### src/rtl/motor_ramp_pkg.sv
// motor_ramp shared helpers.
// Counter width sizing used by the top and its counters.
package motor_ramp_pkg;

  // Bits needed to hold 0..n-1, never less than one.
  function automatic int cnt_w(input int n);
    return (n < 2) ? 1 : $clog2(n);
  endfunction

endpackage

### src/rtl/motor_ramp_counter.sv
// Wrapping up-counter with a one-cycle wrap pulse.
// Ports: clk, rst (sync, high), clr, en, ovf (wrap pulse).
module motor_ramp_counter
  import motor_ramp_pkg::*;
#(
  parameter int width    = 8,
  parameter int min_val  = 0,
  parameter int max_val  = 255,
  parameter int step_val = 1
) (
  input  logic clk,
  input  logic rst,
  input  logic clr,
  input  logic en,
  output logic ovf
);

  localparam logic [width-1:0] lo  = width'(min_val);
  localparam logic [width-1:0] hi  = width'(max_val);
  localparam logic [width-1:0] inc = width'(step_val);

  logic [width-1:0] count;
  logic             wrap;

  assign wrap = (count == hi);
  assign ovf  = en && !clr && wrap;

  always_ff @(posedge clk) begin
    if (rst || clr) begin
      count <= lo;
    end else if (en) begin
      count <= wrap ? lo : count + inc;
    end
  end

endmodule

### src/rtl/motor_ramp.sv
// Slew-limited, dead-timed motor speed ramp feeding a pwm block.
// Ports: clk, rst (sync, high), en, cmd_valid, cmd (signed);
//        duty, dir, pwm_en, busy (all registered).
module motor_ramp
  import motor_ramp_pkg::*;
#(
  parameter int nbits       = 10,
  parameter int step        = 8,
  parameter int ramp_div    = 4800,
  parameter int dead_cycles = 4800
) (
  input  logic             clk,
  input  logic             rst,
  input  logic             en,
  input  logic             cmd_valid,
  input  logic [nbits:0]   cmd,
  output logic [nbits-1:0] duty,
  output logic             dir,
  output logic             pwm_en,
  output logic             busy
);

  if (step < 1 || step > 2**nbits - 1) begin : g_bad_step
    $fatal(1, "motor_ramp: step out of range");
  end
  if (ramp_div < 1) begin : g_bad_div
    $fatal(1, "motor_ramp: ramp_div must be >= 1");
  end
  if (dead_cycles < 1) begin : g_bad_dead
    $fatal(1, "motor_ramp: dead_cycles must be >= 1");
  end

  localparam logic [1:0] IDLE = 2'd0;
  localparam logic [1:0] RAMP = 2'd1;
  localparam logic [1:0] HOLD = 2'd2;
  localparam logic [1:0] DEAD = 2'd3;

  localparam int pw = cnt_w(ramp_div);
  localparam int dw = cnt_w(dead_cycles);

  localparam logic [nbits-1:0] full = '1;
  localparam logic [nbits-1:0] stp  = nbits'(step);

  logic [1:0]       st, st_n;
  logic [nbits-1:0] tgt, tgt_n, duty_n;
  logic [nbits-1:0] gap, mv, cmd_mag;
  logic [nbits:0]   mag;
  logic             tgt_dir, tgt_dir_n, dir_n;
  logic             in_ramp, in_dead;
  logic             tick, dead_end;
  logic             pwm_en_n, busy_n;

  assign in_ramp = en && (st == RAMP);
  assign in_dead = en && (st == DEAD);

  // Prescaler restarts whenever RAMP is (re)entered.
  motor_ramp_counter #(
    .width   (pw),
    .min_val (0),
    .max_val (ramp_div - 1),
    .step_val(1)
  ) u_pre (
    .clk(clk),
    .rst(rst),
    .clr(!in_ramp),
    .en (in_ramp),
    .ovf(tick)
  );

  motor_ramp_counter #(
    .width   (dw),
    .min_val (0),
    .max_val (dead_cycles - 1),
    .step_val(1)
  ) u_dead (
    .clk(clk),
    .rst(rst),
    .clr(!in_dead),
    .en (in_dead),
    .ovf(dead_end)
  );

  // -(-2**nbits) wraps back to 2**nbits unsigned; saturate it.
  assign mag     = cmd[nbits] ? -cmd : cmd;
  assign cmd_mag = mag[nbits] ? full : mag[nbits-1:0];

  always_ff @(posedge clk) begin
    if (rst) begin
      st <= IDLE;
    end else begin
      st <= st_n;
    end
  end

  always_comb begin
    st_n = st;
    if (!en) begin
      st_n = IDLE;
    end else begin
      case (st)
        IDLE: begin
          if (tgt != '0) begin
            st_n = (tgt_dir != dir) ? DEAD : RAMP;
          end
        end
        RAMP: begin
          if (tgt_dir != dir) begin
            if (duty_n == '0) st_n = DEAD;
          end else if (duty_n == tgt) begin
            st_n = (tgt == '0) ? IDLE : HOLD;
          end
        end
        HOLD: begin
          if (tgt != duty || tgt_dir != dir) st_n = RAMP;
        end
        default: begin
          if (dead_end) begin
            st_n = (tgt == '0) ? IDLE : RAMP;
          end
        end
      endcase
    end
  end

  // Reversing heads for zero first; otherwise close the gap.
  always_comb begin
    duty_n    = duty;
    dir_n     = dir;
    tgt_n     = tgt;
    tgt_dir_n = tgt_dir;
    if (tgt_dir != dir) begin
      gap = duty;
    end else if (duty > tgt) begin
      gap = duty - tgt;
    end else begin
      gap = tgt - duty;
    end
    mv = (gap < stp) ? gap : stp;
    if (!en) begin
      duty_n    = '0;
      tgt_n     = '0;
      tgt_dir_n = 1'b0;
    end else begin
      if (st == RAMP && tick) begin
        if (tgt_dir == dir && tgt > duty) begin
          duty_n = duty + mv;
        end else begin
          duty_n = duty - mv;
        end
      end
      if (st == IDLE || st == DEAD) duty_n = '0;
      if (st == DEAD && dead_end) dir_n = tgt_dir;
      if (cmd_valid) begin
        tgt_n     = cmd_mag;
        tgt_dir_n = cmd[nbits];
      end
    end
  end

  assign pwm_en_n = en && (st_n != DEAD);
  assign busy_n   = (st_n == RAMP) || (st_n == DEAD);

  always_ff @(posedge clk) begin
    if (rst) begin
      duty    <= '0;
      dir     <= 1'b0;
      pwm_en  <= 1'b0;
      busy    <= 1'b0;
      tgt     <= '0;
      tgt_dir <= 1'b0;
    end else begin
      duty    <= duty_n;
      dir     <= dir_n;
      pwm_en  <= pwm_en_n;
      busy    <= busy_n;
      tgt     <= tgt_n;
      tgt_dir <= tgt_dir_n;
    end
  end

endmodule
### config.mk
export PLATFORM = sky130hd
export DESIGN_NAME = motor_ramp
export DESIGN_NICKNAME = d
export VERILOG_FILES = /design/src/rtl/motor_ramp_pkg.sv /design/src/rtl/motor_ramp_counter.sv /design/src/rtl/motor_ramp.sv
export SDC_FILE = /design/constraint.sdc
export NUM_CORES = 1
export LEC_CHECK = 0
export ABC_AREA = 0
export CORE_MARGIN = 4
export CORE_UTILIZATION = 55
export DETAILED_ROUTE_END_ITERATION = 6
export PLACE_DENSITY = 0.84
export SYNTH_ARGS = -nofsm -noshare
export SYNTH_HDL_FRONTEND = slang
export SYNTH_SLANG_ARGS = --single-unit
### constraint.sdc
create_clock -name clk -period 6.2 [get_ports clk]
set_input_delay 1.24 -clock clk [delete_from_list [all_inputs] [get_ports clk]]
set_output_delay 1.24 -clock clk [all_outputs]
set_load 0.005 [all_outputs]
## Word level (Yosys, flattened, before mapping)

Cells that the tools add are included.

- Register bits: 52
- Logic and storage cells: 75
- Output and inout port bits: 13
- Input bits: 15

- Magnitude comparators: 3
- Mux-type cells: 22
- Equal/unequal tests: 12
- Bitwise logic cells: 1
- Reductions and logical operators: 21
- Add/sub/neg operators: 7

Operator list:

| kind | number |
|---|---|
| 10-bit 2-to-1 mux | 8 |
| 10-bit subtractor | 3 |
| 13-bit by 1-bit adder with 13-bit output, second input constant | 2 |
| 13-bit == test, second input constant | 2 |
| 13-bit 2-to-1 mux | 2 |
| 10-bit > comparator | 2 |
| 10-bit logical NOT | 2 |
| 2-bit 2-to-1 mux | 9 |
| 11-bit 2-to-1 mux | 1 |
| 11-bit negator | 1 |
| 10-bit adder | 1 |
| 10-bit == test | 1 |
| 10-bit by 4-bit less-than comparator with 1-bit output, second input constant | 1 |
| 10-bit != test | 1 |
| 10-bit nonzero test | 1 |
| 1-bit logical AND | 8 |
| 2-bit == test, second input constant | 3 |
| 2-bit one-hot mux with 3 select lines | 1 |
| 1-bit logical OR | 5 |
| 2-bit by 1-bit == test with 1-bit output, second input constant | 2 |
| 1-bit logical NOT | 2 |
| 2-bit logical NOT | 1 |
| 2-bit != test, second input constant | 1 |
| 2-bit AND reduction | 1 |
| other kinds (5) | 5 |

## Depth between registers and ports, before layout

Gate-level depths: netlist of run 1.

- Depth after elaboration: 17
- Depth in mapped cells: 31
- Mapped depth without buffers: 31

## By module

From an unflattened synthesis of run 1, not the netlist that was laid out.

- Cell total of the unflattened synthesis: 635
- Area total of the unflattened synthesis: 4,903.5 sq um

By module, submodules not included:

| module | times used | area each (sq um) | sequential area each (sq um) | cells an instance |
|---|---|---|---|---|
| motor_ramp | 1 | 3,619.7 | 500.5 | 497 |
| motor_ramp_counter | 2 | 641.9 | 260.2 | 69 |

## Worst setup path before layout of run 1

OpenSTA, ideal clock, no wires.

- Path type: flip-flop to flip-flop
- From: register duty[0]
- To: register st[1]
- Arrival time: 5.891 ns
- Path buffers: 0
- Clock period less this slack: 6.014 ns
- Setup time: 0.123 ns
- Required time: 6.077 ns
- Cell stages (with the launch flop): 32
- Slack: 0.186 ns
- Path through: dfxtp_1 > inv_1 > ha_1 > inv_1 > fa_1 > a21o_1 > a311o_2 > a31oi_1 > or3_4 > or4_4 > a21o_1 > o21ai_4 > nand2_1 > ha_1 > nor2b_1 > a31o_2 > inv_1 > fa_1 > nand3b_1 > a21oi_1 > o21a_1 > o21a_1 > nor2_1 > a211o_1 > xnor2_1 > nand3_1 > a311oi_1 > and4b_1 > o2111ai_1 > o311ai_1 > a21o_1 > a21oi_1

- Word-level cells in the longest chain between the ends: 15
- Elaborated cells between the ends (all ways): 25
- Classes of those cells: 4 x add/sub; 3 x order compare; 2 x eq/ne; 13 x mux; 3 x reduce/logical

RTL lines:

| item | RTL line | RTL |
|---|---|---|
| start, declared | motor_ramp.sv:17 | `output logic [nbits-1:0] duty,` |
| start signal, assigned | motor_ramp.sv:172 | `duty <= duty_n;` |
| 10-bit subtractor (tied with other cells) | motor_ramp.sv:136 | `gap = tgt - duty;` |
| 10-bit 2-to-1 mux | motor_ramp.sv:133 | `end else if (duty > tgt) begin` |
| 10-bit 2-to-1 mux | motor_ramp.sv:131 | `if (tgt_dir != dir) begin` |
| 10-bit by 4-bit less-than comparator with 1-bit output | motor_ramp.sv:138 | `mv = (gap < stp) ? gap : stp;` |
| 10-bit 2-to-1 mux | motor_ramp.sv:138 |  |
| 10-bit subtractor / 10-bit adder (equally long branches) | motor_ramp.sv:148, motor_ramp.sv:146 |  |
| 10-bit 2-to-1 mux | motor_ramp.sv:145 | `if (tgt_dir == dir && tgt > duty) begin` |
| 10-bit 2-to-1 mux | motor_ramp.sv:144 | `if (st == RAMP && tick) begin` |
| 10-bit 2-to-1 mux | motor_ramp.sv:151 | `if (st == IDLE \|\| st == DEAD) duty_n = '0;` |
| 10-bit 2-to-1 mux | motor_ramp.sv:139 | `if (!en) begin` |
| 10-bit == test / 10-bit logical NOT (equally long branches) | motor_ramp.sv:109, motor_ramp.sv:108 |  |
| 2-bit 2-to-1 mux (on tied branches) | motor_ramp.sv:109, motor_ramp.sv:108 |  |
| 2-bit 2-to-1 mux | motor_ramp.sv:107 | `if (tgt_dir != dir) begin` |
| 2-bit one-hot mux with 3 select lines (*) | motor_ramp.sv:100 | `case (st)` |
| 2-bit 2-to-1 mux (*) | motor_ramp.sv:97 | `if (!en) begin` |
| end signal, assigned | motor_ramp.sv:91 | `st <= st_n;` |
| end, declared | motor_ramp.sv:44 | `logic [1:0] st, st_n;` |

Every way passes the cells marked *; elsewhere a longest branch is shown, timed or not.
A chain may end at the register's enable or synchronous reset.

## Worst setup path in the final report of run 1

Same ends and word-level chain as after synthesis.

==> results, run 1 <==
- The worst voltage drop across the vdd grid is 0.146 mV.
- Summing the areas of all and, or, nand and nor instances in the mapped netlist gives 27.2% of the synthesized area.
- The fraction of the yosys area taken by sequential cells is 22.0%.
- The slew at the pin with the worst max-slew slack is 996 ps.
- In this run the core area contains 33 standard-cell rows.
- Summing all placed instances gives a cell area of 5250 um^2.
- Clock-pin slew was measured on the worst setup and hold paths at 100 ps.
- After layout, the worst setup slack is -146 ps.
- The flow ran to the end, but the final reports show violations.
- The post-synthesis async set-or-reset flop share is 0%.
- Once detail routing completed, the nets flagged for antenna violations numbered 0.
- The net count of the mapped netlist is 670.
- The type of the tightest min-delay check is flip-flop to flip-flop.
- The fraction of the cycle the final worst path needs is 102%.
- Multiplexer cells account for 2.21% of the synthesized area.
- Of all nets on the critical path, the largest fanout is 7.
- The number of global-route vias before repair is 4894.
- The leakage power of the design is 2.13 nW.
- At the worst endpoint, the required time is 6440 ps.
- The relative area change from synthesis to final layout is 23.8%.
- The CTS tree is done.
- The placeable core region is 8220 um^2.
- The final reports fail on setup timing.
- The overall via count from detail_route is 5134.
- Synthesis produced a netlist whose cell count is 613.
- Ranked by total cell area, the synthesized netlist is headed by dfxtp_1 22%, ha_1 11%, nor2_1 5.5%, xor2_1 4.7%, o21ai_0 4.5%.
- The pin count of the biggest net entering global routing is 18.
- The final antenna diode count is 0.
- The clock net sink count is 51.
- After detailed routing, the average wire length per cell comes to 18.6 um.
- The final global-route overflow total is 0.
- The number of hold-repair buffers added at the cts stage is 0.
- The number of clock buffers added by TritonCTS is 5.
- Setup repair after global routing could not meet its margin everywhere.
- The mean instance size in the synthesized netlist is 7.57 um^2.
- In this run the tool buffered the top-level ports with 27 buffer cells.
- The floorplan step defined a die boundary enclosing 9970 um^2.
- The flip-flop and latch count after synthesis is 51.
- The floorplan step set the die width to 99.9 um.
- 28 I/O pins were placed.
- Summing the areas of all compound-gate instances in the mapped netlist gives 24.5% of the synthesized area.
- The fraction of synthesized cell area taken by the top area cell type is 22.0%.
- The combined area of the multi-input logic cells is 3680 um^2.
- By area, the combinational part of the netlist is dominated by simple AND/OR/NAND/NOR gates.
- The setup path with the least slack is of type flip-flop to flip-flop.
- The largest individual stage delay along the critical path comes from the cell or4_4.
- The global placer's final weighted congestion is 0.979.
- The register cell area after layout is 1030 um^2.
- The number of unique standard cell types used by synthesis is 71.
- OpenSTA, run right after detailed placement, puts the worst setup slack at -164 ps.
- The starting density of the core is 56.5%.
- The final routed DRC violation total is 0.
- The mean number of vias per cell is 6.52.
- The max-cap check violation count is 0.
- The power density over cell area is 152 nW/um^2.
- The number of violations reported at the end of detailed-routing iteration 0 is 570.
- The most frequently used flop master after synthesis is dfxtp_1.
- On the worst path, the slowest cell contributes a delay of 540 ps.
- CTS built an H-tree with a depth of 2.
- The largest clock skew in the final design is 3.50 ps.
- The data arrival time of the worst path is 6590 ps.
- The max-slew violation total from the final report is 0.
- After Yosys synthesis, XOR and XNOR cells account for 7.55% of the synthesized area.
- The setup total negative slack is -306 ps.
- For the finished layout, the period the worst path requires is 6350 ps.
- The insertion delay to the later sink of the worst-skew pair is 300 ps.
- In this design, the critical path's most frequently occurring cell is buf_4.
- The synthesized design spends more area on one cell type than any other, namely dfxtp_1.
- Clock tree synthesis selected as its root buffer the cell clkbuf_8.
- Of the total synthesized cell area, the portion taken by full adders, half adders and majority gates is 11.8%.
- Setup violations remaining at the end of the flow were counted as 3.
- The count of flip-flops with a built-in enable after synthesis is 0.
- The global-route wire length before repair is 23.2 mm.
- The aggregate routed wire length is 14.7 mm.
- Headroom to the max-slew limit came out at 33.4%.
- The final layout contains 738 nets.
- The buffer levels on the longest clock path is 2.
- Counting the fill cells in the layout gives 619.
- The initial antenna violation count came to 0.
- The cell area after synthesis is 4640 um^2.
- The wire-length estimate of the detail-placed layout is 10.7 mm.
- The number of warnings issued by yosys is 0.
- The combined global-route utilization of all metal layers is 28.2%.
- The worst setup path is captured at a flip-flop.
- The highest clock rate is 158 MHz.
- The nature of the critical path startpoint is a flip-flop.
- The overall die height is 99.9 um.
- The layout cell share with drive strength beyond 1 is 19.5%.
- The number of hold-slack violations in the final timing report is 0.
- The number of iterations in the first detailed-routing pass is 7.
- The power after layout is 0.871 mW.
- After routing the design area is 5740 um^2.
[report_power, final]
group,internal [mW],leakage (nW),switching (mW)
Sequential,0.332,0.417,0.00604
Clock,0.0814,0.0418,0.116
Combinational,0.145,1.67,0.191
Total,0.558,2.13,0.313
[synth_stat cells, types with 4 or more instances]
cell	count
a211oi_1	10
o41ai_1	4
o211ai_1	6
o21a_1	6
nand3_1	28
and4_1	4
o21ai_0	42
clkbuf_1	17
and3_1	9
nor3_1	18
mux2i_1	8
or3_1	4
a31oi_1	8
nand2b_1	5
a211o_1	4
xnor2_1	15
o31ai_1	4
and2_1	8
nor2b_1	10
nor2_1	68
nor4_1	8
dfxtp_1	51
nand4_1	10
xor2_1	25
nand4b_1	4
nand2_1	50
ha_1	39
inv_1	35
a21o_1	9
a21oi_1	38
nand3b_1	4
[stage by stage]
step	std cells	hold slack, ps	utilization [%]
3_3_place_gp	765	434	63.9
5_1_grt	787	490	69.9
3_5_place_dp	765	448	63.9
4_1_cts	776	464	65.9
2_1_floorplan	613	418	-
6_report	787	459	69.9
[cell type report]
type	count	share of cell area, %
Tap cell	105	2.29
Sequential cell	51	18.0
Multi-Input combinational cell	508	64.1
Timing Repair Buffer	80	11.8
Clock buffer	6	1.26
Inverter	35	2.29
Clock inverter	2	0.283
[repair_timing]
action	4_1_cts	5_1_grt
endpoints found under the setup margin	3	3
setup buffers	3	11
gates resized for setup	12	59
pin swaps	13	41
[sequential cells by signal, summed over array words and instances, names as in the netlist, 10 cells and up]
| name | flops |
|---|---|
| duty | 10 |
| tgt | 10 |
| u_dead.count | 13 |
| u_pre.count | 13 |
[worst paths after layout]
check / start / to / slack, ps / depth (start not counted)
max: duty[0] / st[1] / -150 / 30
min: u_dead.count[0] / u_dead.count[0] / 460 / 1
max reg2reg: duty[0] / st[1] / -150 / 30
min reg2reg: u_dead.count[0] / u_dead.count[0] / 460 / 1
[layout by cell type (no fill, tap or decap), drive strengths merged, types with 7 or more instances in the layout]
master          n
nand2          50
nand4          10
ha             39
nor3           18
xor2           25
nor2b          10
a21oi          38
nor2           68
a31oi           9
o211ai          7
inv            36
nand3          28
xnor2          15
dfxtp          51
a211oi         10
buf            53
mux2i           8
o21ai          43
and2            8
clkdlybuf4s50  27
and3            9
nor4            8
a21o            9
[critical path: cells and delay by family, from the launching register on]
family / cells / cell delay (ps)
compound gates: 13 / 2070
xor+xnor: 1 / 310
fa+ha+maj: 3 / 830
buf+inv: 5 / 520
flops: 1 / 340
simple gates: 8 / 2210
[layer usage]
layer,vias up,GRT usage (%),share of wire (%)
met4,0,10.7,3.6
met2,318,47.2,47
met1,2377,36.0,40
met3,65,5.28,9.6
met5,-,0,0
li1,2374,-,-
[cells by family after synthesis]
group | count (synthesis)
flops | 51
buf+inv | 54
simple gates | 248
compound gates | 168
fa+ha+maj | 42
xor+xnor | 40
mux | 10
Power figures use the tool's default switching activity.
==> run 2: changes to the inputs <==
Settings changed: PLACE_DENSITY 0.84 to 0.78.
==> results, run 2 (synthesized netlist as in run 1, its figures left out) <==
- The run finished, with violations left.
- The checks that failed: DRC, setup timing.
- The net switching power is 0.308 mW (-1.6%).
- The fraction of the cycle the final worst path needs is 102% (-0.28 points).
- The data arrival time of the worst path is 6520 ps (-70 ps).
- The number of iterations in the first detailed-routing pass came to 7 (unchanged).
- The slew at the pin with the worst max-slew slack is 960 ps (-35.3 ps).
- The worst min-delay path endpoint is u_dead.count[0].
- The longest individual stage delay on the worst path came to 480 ps (-60 ps).
- The final routed DRC violation total is 1 (+1).
- The critical path start-end classification is flip-flop to flip-flop.
- The critical path capture point type is a flip-flop.
- The relative slew slack is 35.7% (+2.3 points).
- The clock transition at the registers of the reported paths was 90 ps (about the same).
- The number of fillers in the final layout was 657 (+6.1%).
- The layout cell share with drive strength beyond 1 came to 19.2% (-0.32 points).
- The global-route wire length before repair is 22.0 mm (-5.4%).
- The global placer's final weighted congestion is 0.990 (+1.1%).
- The smallest hold slack came to 458 ps (-0.807 ps).
- The type of the tightest min-delay check is flip-flop to flip-flop.
- The leakage power of the design is 2.16 nW (+1.3%).
- The internal power of the cells was 0.613 mW (+9.8%).
- The combined global-route utilization of all metal layers came to 26.8% (-1.4 points).
- The largest clock skew in the final design is 7.22 ps (+3.72 ps).
- The aggregate routed wire length came to 14.2 mm (-3.0%).
- The final global-route overflow total came to 0 (unchanged).
- The overall via count from detail_route came to 5037 (-1.9%).
- The H-tree depth is 2 (unchanged).
- In the layout the commonest cells are 66 x nor2_1, 52 x buf_4, 47 x nand2_1.
- The overall die area came to 9970 um^2 (unchanged).
- The max-cap check violation count was 0 (unchanged).
- The initial antenna violation count is 0 (unchanged).
- The relative area change from synthesis to final layout is 24.4%.
- The total setup violations reported at the end of the flow is 3 (unchanged).
- The library cell used most frequently in the layout, excluding fill and tap cells, is nor2_1.
- The final instance area is 5770 um^2 (+0.52%).
- The buffer levels on the longest clock path is 2 (unchanged).
- The fraction of power spent switching nets is 33.5% (-2.5 points).
- The number of rows created at floorplan was 33 (unchanged).
- The startpoint of the most critical hold path is u_dead.count[0].
- The number of global-route vias before repair is 4628 (-5.4%).
- The half-perimeter wire length after placement is 10.6 mm (-1.6%).
- The mean number of vias per cell was 6.39 (-2.0%).
- The largest driver fanout on the critical path is 6 (-1).
- The number of nets in the finished design is 739 (+0.14%).
- The count of boundary I/O pins came to 28 (unchanged).
- The power density over cell area is 160 nW/um^2 (+5.1%).
- The post-detailed-placement cell area is 5290 um^2 (+0.86%).
- The number of violations reported at the end of detailed-routing iteration 0 came to 513 (-10%).
- The die width was 99.9 um (unchanged).
- The number of hold-repair buffers added at the cts stage is 0 (unchanged).
- The startpoint identified for the worst register-to-register timing path is duty[0].
- The pin count of the biggest net entering global routing is 18 (unchanged).
- The power after layout is 0.921 mW (+5.7%).
- The detail-routed net length per standard cell is 18.1 um (-3.1%).
- The worst reg-to-reg setup slack is -130 ps (+20 ps).
- The part of the power in the clock network was 26.9% (+4.3 points).
- The cell count of the worst reg-to-reg path was 29 (-3.3%).
- The insertion delay to the later sink of the worst-skew pair is 310 ps (about the same).
- The sequential power share came to 36.8% (-2.0 points).
- The number of cells on the worst hold path is 1 (unchanged).
- The placeable core region is 8220 um^2 (unchanged).
- The highest clock rate was 158 MHz (+0.28%).
- In the final layout, the registers with the most flip-flops are u_dead.count (13), u_pre.count (13).
- In this run the critical register-to-register path is captured at pwm_en.
- The utilization after layout came to 70.3% (+0.37 points).
- The number of buffers inserted by port buffering is 27 (unchanged).
- Setup repair after global routing could not meet its margin everywhere.
- The final critical delay including setup and external delays came to 6330 ps (-17.6 ps).
- The final antenna diode count is 0 (unchanged).
- The tree is rooted in a clkbuf_8.
- The clock net sink count is 51 (unchanged).
- The nature of the critical path startpoint is a flip-flop.
- The max-slew violation total from the final report is 0 (unchanged).
- The combinational fraction of design power was 36.3% (-2.3 points).
- The starting density of the core is 56.5% (unchanged).
- The worst endpoint required time is 6390 ps (-50 ps).
- The highest-delay cell along the critical path is or4_4.
- The CTS tree is done.
- The worst voltage drop across the vdd grid is 0.114 mV (-22%).
- The overall die height came to 99.9 um (unchanged).
- The final worst-path setup slack is -129 ps (+17.6 ps).
- The number of hold-slack violations in the final timing report was 0 (unchanged).
- The number of antenna-violating nets in the routed design was 0 (unchanged).
- The number of buffers added by the clock tree synthesis step is 5 (unchanged).
[run 2: cell count changes in the layout (fill, tap and decap cells not counted), sizes merged]
cell      delta
bufinv       +1
clkinvlp     -1
buf          +1
[run 2: area by class of cell]
| cell class | instances | area [um^2] | share of cell area [%] |
|---|---|---|---|
| multi-input combinational | 508 | 3670 | 63.6 |
| clock inverter | 2 | 38.8 | 0.672 |
| tap | 105 | 131 | 2.28 |
| clock buffer | 6 | 82.6 | 1.43 |
| inverter | 35 | 131 | 2.28 |
| sequential | 51 | 1030 | 17.9 |
| timing repair buffer | 81 | 683 | 11.8 |
[run 2: timing repair]
action,in CTS,in global routing
gates resized for setup,14,47
pin swaps,14,30
setup buffers,4,5
endpoints found under the setup margin,3,3
hold endpoints to repair,0,0
[run 2: critical path, delay by kind of cell (launching register included)]
family                     cells  cell delay [ps]
AOI/OAI and AO/OA             12             2320
xor gates and xnor gates       1               70
adders and majority gates      3              820
buffers and inverters          3              290
DFF                            1              330
and+or+nand+nor               10             2390
[run 2: worst max path at each step]
stage / start / depth (start not counted) / slack, ps / endpoint
floorplan: duty[0] / 31 / 190 / st[1]
global route: duty[0] / 31 / -450 / st[1]
global placement: duty[0] / 30 / 10 / pwm_en
detailed placement: duty[3] / 28 / -110 / pwm_en
CTS: duty[0] / 31 / 2 / st[1]
finish: duty[0] / 29 / -130 / pwm_en
[run 2: power groups by stage]
stage	sequential, mW	combinational (mW)	clock [mW]
floorplan	0.345	0.198	0
global route	0.339	0.360	0.264
detailed placement	0.345	0.285	0
global placement	0.345	0.279	0
finish	0.339	0.334	0.248
CTS	0.338	0.293	0.253
[run 2: metrics by stage]
stage          TNS, ps  cells  worst slack, ps
2_1_floorplan        0    613              186
3_3_place_gp         0    771             10.0
3_5_place_dp      -206    771             -110
4_1_cts              0    783             1.73
5_1_grt          -1340    788             -451
6_report          -342    788             -129
[run 2: per-layer routing]
layer,up-vias,routed length [um],GRT usage (%)
li1,2377,-,-
met1,2366,6030,35.2
met2,249,6590,44.9
met3,45,1200,5.42
met4,0,415,7.35
met5,-,0,0
